<file path="src/rtl/mips_pkg.sv">
// Shared encodings for the single-cycle MIPS control path: opcodes, funct
// fields, alu_op selector values and the 4-bit ALU operation codes.
package mips_pkg;

    localparam logic [5:0] OP_RTYPE = 6'b000000;
    localparam logic [5:0] OP_LW    = 6'b100011;
    localparam logic [5:0] OP_SW    = 6'b101011;
    localparam logic [5:0] OP_BEQ   = 6'b000100;
    localparam logic [5:0] OP_ADDI  = 6'b001000;

    localparam logic [5:0] FUNCT_ADD = 6'b100000;
    localparam logic [5:0] FUNCT_SUB = 6'b100010;
    localparam logic [5:0] FUNCT_AND = 6'b100100;
    localparam logic [5:0] FUNCT_OR  = 6'b100101;
    localparam logic [5:0] FUNCT_SLT = 6'b101010;
    localparam logic [5:0] FUNCT_NOR = 6'b100111;

    localparam logic [1:0] ALUOP_ADD   = 2'b00;
    localparam logic [1:0] ALUOP_SUB   = 2'b01;
    localparam logic [1:0] ALUOP_FUNCT = 2'b10;
    localparam logic [1:0] ALUOP_ADD2  = 2'b11;

    localparam logic [3:0] ALUC_AND     = 4'b0000;
    localparam logic [3:0] ALUC_OR      = 4'b0001;
    localparam logic [3:0] ALUC_ADD     = 4'b0010;
    localparam logic [3:0] ALUC_SUB     = 4'b0110;
    localparam logic [3:0] ALUC_SLT     = 4'b0111;
    localparam logic [3:0] ALUC_NOR     = 4'b1100;
    localparam logic [3:0] ALUC_INVALID = 4'b1111;

endpackage

</file>
<file path="src/rtl/alu_ctrl_decode.sv">
// Maps (alu_op, funct) to the 4-bit ALU operation code; also used standalone
// by the ALU bench.
module alu_ctrl_decode
    import mips_pkg::*;
(
    input  logic [1:0] alu_op,
    input  logic [5:0] funct,
    output logic [3:0] alu_control
);

    always_comb begin
        alu_control = ALUC_ADD;
        unique case (alu_op)
            ALUOP_ADD:  alu_control = ALUC_ADD;
            ALUOP_SUB:  alu_control = ALUC_SUB;
            ALUOP_ADD2: alu_control = ALUC_ADD;
            ALUOP_FUNCT: begin
                case (funct)
                    FUNCT_ADD: alu_control = ALUC_ADD;
                    FUNCT_SUB: alu_control = ALUC_SUB;
                    FUNCT_AND: alu_control = ALUC_AND;
                    FUNCT_OR:  alu_control = ALUC_OR;
                    FUNCT_SLT: alu_control = ALUC_SLT;
                    FUNCT_NOR: alu_control = ALUC_NOR;
                    default:   alu_control = ALUC_INVALID;
                endcase
            end
            default: alu_control = ALUC_ADD;
        endcase
    end

endmodule

</file>
<file path="src/rtl/mips_ctrl_unit.sv">
// Main opcode decode, branch-target adder and program counter for the
// single-cycle MIPS datapath.
module mips_ctrl_unit
    import mips_pkg::*;
#(
    parameter logic [31:0] RESET_PC = 32'h0000_0000
) (
    input  logic        clk,
    input  logic        reset,
    input  logic [5:0]  opcode,
    input  logic [5:0]  funct,
    input  logic [15:0] imm,
    input  logic        zero_flag,
    output logic [1:0]  reg_dst,
    output logic        branch,
    output logic        mem_read,
    output logic        mem_write,
    output logic        alu_src,
    output logic        reg_write,
    output logic [1:0]  mem_to_reg,
    output logic [1:0]  alu_op,
    output logic [3:0]  alu_control,
    output logic [31:0] pc_out,
    output logic [31:0] pc_plus4,
    output logic [31:0] branch_target
);

    logic [31:0] pc_q;
    logic [31:0] imm_off;
    logic [31:0] pc_next;
    logic        take;

    always_comb begin
        reg_dst    = 2'b00;
        branch     = 1'b0;
        mem_read   = 1'b0;
        mem_write  = 1'b0;
        alu_src    = 1'b0;
        reg_write  = 1'b0;
        mem_to_reg = 2'b00;
        alu_op     = ALUOP_ADD;
        case (opcode)
            OP_RTYPE: begin
                reg_dst   = 2'b01;
                reg_write = 1'b1;
                alu_op    = ALUOP_FUNCT;
            end
            OP_LW: begin
                alu_src    = 1'b1;
                mem_to_reg = 2'b01;
                reg_write  = 1'b1;
                mem_read   = 1'b1;
            end
            OP_SW: begin
                alu_src   = 1'b1;
                mem_write = 1'b1;
            end
            OP_BEQ: begin
                branch = 1'b1;
                alu_op = ALUOP_SUB;
            end
            OP_ADDI: begin
                alu_src   = 1'b1;
                reg_write = 1'b1;
            end
            default: ;
        endcase
    end

    alu_ctrl_decode u_alu_ctrl (
        .alu_op      (alu_op),
        .funct       (funct),
        .alu_control (alu_control)
    );

    // Word offset: sign-extend then scale by 4; adds wrap modulo 2^32.
    assign imm_off       = {{14{imm[15]}}, imm, 2'b00};
    assign pc_plus4      = pc_q + 32'd4;
    assign branch_target = pc_plus4 + imm_off;
    assign take          = branch & zero_flag;
    assign pc_next       = take ? branch_target : pc_plus4;
    assign pc_out        = pc_q;

    always_ff @(posedge clk or posedge reset) begin
        if (reset) pc_q <= RESET_PC;
        else       pc_q <= pc_next;
    end

endmodule

</file>
<file path="config.mk">
export PLATFORM = sky130hd
export DESIGN_NAME = mips_ctrl_unit
export DESIGN_NICKNAME = d
export VERILOG_FILES = /design/src/rtl/mips_pkg.sv /design/src/rtl/alu_ctrl_decode.sv /design/src/rtl/mips_ctrl_unit.sv
export SDC_FILE = /design/constraint.sdc
export NUM_CORES = 1
export LEC_CHECK = 0
export ABC_CLOCK_PERIOD_IN_PS = 6500
export BUFFER_PORTS_ARGS = -buffer_cell sky130_fd_sc_hd__buf_2
export CORE_ASPECT_RATIO = 0.75
export CORE_UTILIZATION = 56
export DETAILED_ROUTE_END_ITERATION = 16
export PLACE_DENSITY_LB_ADDON = 0.25
export REMOVE_ABC_BUFFERS = 1
export SLEW_MARGIN = 20
export SYNTH_ARGS = -nofsm -noshare
export SYNTH_HDL_FRONTEND = slang
export SYNTH_SLANG_ARGS = --single-unit
</file>
<file path="constraint.sdc">
create_clock -name clk -period 6.5 [get_ports clk]
set_input_delay 0.325 -clock clk [delete_from_list [all_inputs] [get_ports clk]]
set_output_delay 0.325 -clock clk [all_outputs]
set_load 0.03 [all_outputs]
</file>
==> results of run 1 <==
## worst max-delay path: cells and delay by family, from the launching register on
family | cells | cell delay (ps)
AO/OA/AOI/OAI | 2 | 950
XOR/XNOR | 2 | 510
adder cells (fa/ha/maj) | 1 | 320
buffers and inverters | 1 | 220
flip-flops | 1 | 470
AND/OR/NAND/NOR | 6 | 1310
## final timing paths
check,slack [ps],to,depth (start not counted),startpoint
hold reg to reg,610,pc_out[2]$_DFF_PP0_,1,pc_out[2]$_DFF_PP0_
min in group clk,440,pc_out[2]$_DFF_PP0_,4,imm[0]
setup reg to reg,2780,pc_out[30]$_DFF_PP0_,13,pc_out[2]$_DFF_PP0_
setup / recovery,2100,branch_target[22],12,pc_out[2]$_DFF_PP0_
hold / removal,100,pc_out[23]$_DFF_PP0_,3,reset
max in group asynchronous,6110,pc_out[16]$_DFF_PP0_,3,reset
## cells in the final DEF, fill, tap and decap left out, drive strengths merged, types with 19 or more instances in the layout
cell type    n
xor2        21
a21o        22
xnor2       38
o21ai       21
nand2       49
a21oi       35
dfrtp       30
nor2        68
ha          40
buf        134
nand3       19
## cell type report
cell class | instances | area [sq um] | area share (%)
Tap cell | 98 | 122.6 | 2.578
Multi-Input combinational cell | 446 | 3062 | 64.38
Timing Repair Buffer | 134 | 673.1 | 14.15
Inverter | 14 | 52.55 | 1.105
Sequential cell | 30 | 750.7 | 15.79
Clock inverter | 2 | 12.51 | 0.2631
Clock buffer | 6 | 82.58 | 1.736
## where the power goes
group          leakage, nW  internal, mW  switching, mW
Combinational         2.08         0.530           1.22
Clock               0.0472        0.0852         0.0834
Sequential           0.379         0.242         0.0783
## logic make-up (layout without fill, tap and decap cells)
logic type	Yosys count	after routing	share of synthesized area [%]
adder cells (fa/ha/maj)	41	41	13.04
AO/OA/AOI/OAI	117	117	20.09
AND/OR/NAND/NOR	206	206	25.23
XOR/XNOR	59	59	13.32
other	1	8	0.09392
flip-flops	30	30	18.80
multiplexers	15	15	4.199
buffers and inverters	38	156	5.233
## routing by layer
metal	vias up	share of wire, %	track usage (%)
li1	2058	-	-
met1	2048	46	51.62
met2	267	41	50.77
met3	15	11	6.314
met4	0	1.7	9.314
met5	-	0	0
==> flow_summary_export.csv, run 1 <==
group,metric,value,unit
run_status,status,"completed",
route,drt_wl_total,12.85,mm
logic_synthesis,synthTopCellsByArea,"dfrtp_1, ha_1, xnor2_1",
logic_synthesis,yosysUniqueCellTypes,68,
layout,fin_util,69.29,%
floorplanning,core_area,6864,sq um
global_route,track_usage,34.52,%
layout,drive_above_1_share,27.85,%
floorplanning,start_util,58.17,%
clock_tree,cts.sinks,30,
floorplanning,die-area,7475,sq um
layout,final_area,4756,sq um
clock_tree,cts_buffer_depth,2,
route,viasPerCell,6.011,
clock_tree,cts_tree,"done",
layout,n_antenna_cell,0,
route,firstDrtPassIters,5,
job,maxCapViolCount,0,
route,vias,4388,
critical_path,cp.arrival,4080,ps
place,gp_routability_congestion,1.007,
clock_tree,cts_hold_buf,0,
clock_tree,cts-resized-gates,0,
critical_path,slowest_stage,"o21ai_0",
logic_synthesis,synth_flop_cell,"dfrtp_1",
route,route.detailed.drc,0,
logic_synthesis,synth_edf_count,0,
critical_path,cp_max_fo,7,
route,drt-initial-drc-count,394,
route,routedWlPerCell,17.61,um
sta,drv_slew,0,
clock_tree,numCtsBuffers,5,
critical_path,critPathRequiredTime,6170,ps
sta,rsz0062_at_grt,"false",
global_route,grt_start_max_net_pins,32,
logic_synthesis,ys_seq_area_share,18.80,%
place,detailed_place.area,4658,sq um
clock_tree,root_buffer,"clkbuf_8",
clock_tree,htree_levels,2,
layout,final_net_count,703,
sta,finalWorstSetupSlack,2099,ps
place,place_ws,2531,ps
logic_synthesis,ys_ff_latch,30,
logic_synthesis,synthArstFlopShare,100.0,%
logic_synthesis,yosysMostFrequentCell,"nor2_1",
layout,fill_cells,597,
sta,finalCriticalPeriod,4401,ps
floorplanning,io_pins,142,
floorplanning,row_count,26,
route,ant_nets,0,
logic_synthesis,syn_area,3993,sq um
global_route,grt_first_pass_wirelength,19.82,mm
floorplanning,die_x,99.50,um
layout,stdcell_count,730,
global_route,grt_pass1_vias,3718,
critical_path,worst_setup_path_start_kind,"flop",
sta,period_share,67.70,%
place,hpwlAfterDp,10.15,mm
sta,max_freq,227.2,MHz
sta,whs,100.2,ps
global_route,gr-total-overflow,0,
global_route,antenna_found_initial,0,
logic_synthesis,ys_top_cells_by_count,"nor2_1, nand2_1, ha_1",
power,leakagePower,2.511,nW
sta,maxSlewHeadroom,45.32,%
power,power,2.238,mW
sta,setup_tns,0,ps
sta,final-setup-viol-count,0,
clock_tree,post_cts_buffers,0,
layout,largest_reg_flops,30,
critical_path,worstPathCellList,"and3_1, and4_1, nand2_1, nor2_1, xor2_1, ha_1, nand2_1, o21ai_0, nor2_1, o21ai_0, xor2_1, buf_2",
critical_path,critPathKind,"reg2out",
sta,skew,6.151,ps
logic_synthesis,syn_inst,507,
floorplanning,die_height,75.13,um
layout,areaGrowthSynthToFinish,19.12,%
place,port-buffer-count,133,
logic_synthesis,synth_area_leader_cell,"dfrtp_1",
sta,finalHoldViolCount,0,
worst_hold_path,worstHoldPathType,"in2async",
power,power_density,470.6,nW/um^2
logic_synthesis,avgSynthCellArea,7.875,sq um
clock_tree,clk_pin_slew,80,ps
logic_synthesis,synth_top_area_share,18.80,%
sta,tightest_slew,811.7,ps
logic_synthesis,yosys_warnings,0,
clock_tree,clock_latency,290,ps
critical_path,cp-end-kind,"output port",
critical_path,max_stage_delay,670,ps
power,peakVddDrop,0.5500,mV
place,dp_cells,722,
Note: power is estimated with default switching activity, not from simulation.
==> run 2: changes to the inputs <==
ABC_CLOCK_PERIOD_IN_PS = 4080   (was 6500)
CORE_UTILIZATION = 52   (was 56)
clock period = 4.08 ns   (was 6.5 ns; I/O delays follow)
==> run 2 against run 1 <==
Against the previous run: the flow now finishes with violations (hold timing); utilization is 1.7 points lower; sequential cell count unchanged; register-to-register slack got worse by 2200 ps; sequential power up 62%; count of clock-buffer cells in the layout is the same; critical endpoint is now branch_target[30]; largest power group unchanged; highest routed layer unchanged.
==> flow_summary_export.csv, run 2 (same netlist as run 1, synthesis figures left out) <==
group,metric,value,unit
critical_path,critPathRequiredTime,3880,ps
critical_path,cp_max_fo,7,
global_route,grt_pass1_vias,3874,
layout,seqCellArea,753.2,sq um
job,maxCapViolCount,0,
critical_path,cp.arrival,3760,ps
route,drt_wl_total,13.00,mm
place,port-buffer-count,133,
floorplanning,start_util,53.97,%
clock_tree,cts_buffer_depth,2,
critical_path,worstPathCellList,"nand4_1, or2_4, nor3_4, nand4_1, xnor2_2, ha_1, nand4_1, nor3_1, and3_1, a21oi_1, o21ai_1, nor2_1, xnor2_1, buf_2",
layout,multi_input_area,3221,sq um
layout,layout_commonest_cell,"buf_2",
clock_tree,cts_hold_buf,0,
route,ant_nets,0,
route,viasPerCell,6.046,
critical_path,slowest_stage,"dfrtp_1",
layout,final_net_count,713,
floorplanning,core_area,7398,sq um
power,power_density,727.1,nW/um^2
floorplanning,die-area,8036,sq um
floorplanning,die_x,103.2,um
worst_hold_path,worstHoldPathType,"in2async",
place,gp_routability_congestion,0.9752,
critical_path,crit_family,"simple AND/OR/NAND/NOR gates",
place,hpwlAfterDp,9.993,mm
global_route,grt_first_pass_wirelength,19.53,mm
sta,drv_slew,0,
power,peakVddDrop,0.5303,mV
route,vias,4492,
floorplanning,io_pins,142,
clock_tree,clock_latency,290,ps
global_route,grt_start_max_net_pins,32,
route,firstDrtPassIters,7,
sta,finalCriticalPeriod,3965,ps
layout,fill_cells,620,
sta,whs,-10.34,ps
clock_tree,clk_pin_slew,70,ps
run_status,status,"finished, violations left",
sta,finalHoldViolCount,24,
global_route,antenna_found_initial,0,
global_route,gr-total-overflow,0,
clock_tree,root_buffer,"clkbuf_8",
layout,n_antenna_cell,0,
floorplanning,die_height,77.89,um
layout,final_cell_mix,"buf_2, nor2_1, nand2_1",
critical_path,cp-end-kind,"output port",
critical_path,critPathKind,"reg2out",
layout,drive_above_1_share,33.02,%
power,leakagePower,2.622,nW
run_status,violations,"hold timing",
route,drt-initial-drc-count,388,
floorplanning,row_count,27,
layout,areaGrowthSynthToFinish,25.20,%
critical_path,critPathMostFrequentCell,"nand4_1",
sta,final-setup-viol-count,0,
sta,skew,10.04,ps
clock_tree,numCtsBuffers,5,
sta,maxSlewHeadroom,50.10,%
clock_tree,cts.sinks,30,
clock_tree,cts_tree,"done",
route,route.detailed.drc,0,
critical_path,critPathBufInv,1,
clock_tree,htree_levels,2,
critical_path,rrSetupSlack,570,ps
critical_path,max_stage_delay,430,ps
layout,largest_reg_flops,30,
sta,tightest_slew,748.5,ps
sta,period_share,97.18,%
route,routedWlPerCell,17.50,um
critical_path,worst_setup_path_start_kind,"flop",
global_route,track_usage,31.37,%
layout,fin_util,67.56,%
sta,max_freq,252.2,MHz
run 2: changes by cell type in the layout (fill, tap and decap cells not counted), sizes merged:
| cell | change |
|---|---|
| buf | +10 |
run 2: worst paths after layout:
| check | startpoint | to | cells after the start |
|---|---|---|---|
| max in group asynchronous | reset | pc_out[10]$_DFF_PP0_ | 3 |
| min in group clk | zero_flag | pc_out[25]$_DFF_PP0_ | 3 |
| worst max-delay path | pc_out[7]$_DFF_PP0_ | branch_target[30] | 14 |
| worst max register to register | pc_out[7]$_DFF_PP0_ | pc_out[24]$_DFF_PP0_ | 13 |
| worst min register to register | pc_out[2]$_DFF_PP0_ | pc_out[2]$_DFF_PP0_ | 1 |
| worst min-delay path | reset | pc_out[26]$_DFF_PP0_ | 3 |
run 2: power by group:
part / total, mW / internal (mW) / switching, mW
sequential: 0.521 / 0.387 / 0.133
combinational: 2.85 / 0.903 / 1.94
clock: 0.266 / 0.136 / 0.131
total: 3.63 / 1.43 / 2.21
run 2: area by class of cell:
type / instances / share of cell area [%]
Clock buffer: 6 / 1.652
Clock inverter: 2 / 0.2503
Inverter: 14 / 1.051
Multi-Input combinational cell: 446 / 64.43
Sequential cell: 30 / 15.07
Tap cell: 101 / 2.528
Timing Repair Buffer: 144 / 15.02
run 2: worst min-delay path, stage by stage:
cell and delay [ps]:
buf_2 100, inv_1 40, buf_4 370
run 2: metrics by stage:
step	instance area (sq um)	instances	setup TNS (ps)	setup slack, ps	power (mW)
floorplan	3862	490	-71.02	-71.02	2.506
global placement	4692	729	0	283.2	3.207
detailed placement	4692	729	0	238.0	3.231
CTS	4793	737	0	24.57	3.510
global route	4999	743	-184.9	-73.89	3.833
finish	4999	743	0	115.1	3.634
run 2: repair_timing:
item,CTS,global route
setup endpoints to repair,2,12
pin swaps,0,7
setup buffers,0,6
gates resized for setup,2,34
run 2: per-layer routing:
metal | wire length, um | vias up | GRT usage [%]
met5 | 0 | - | 0
li1 | - | 2075 | -
met1 | 5864 | 2109 | 48.01
met4 | 190 | 0 | 8.310
met3 | 1357 | 25 | 6.216
met2 | 5591 | 283 | 43.87
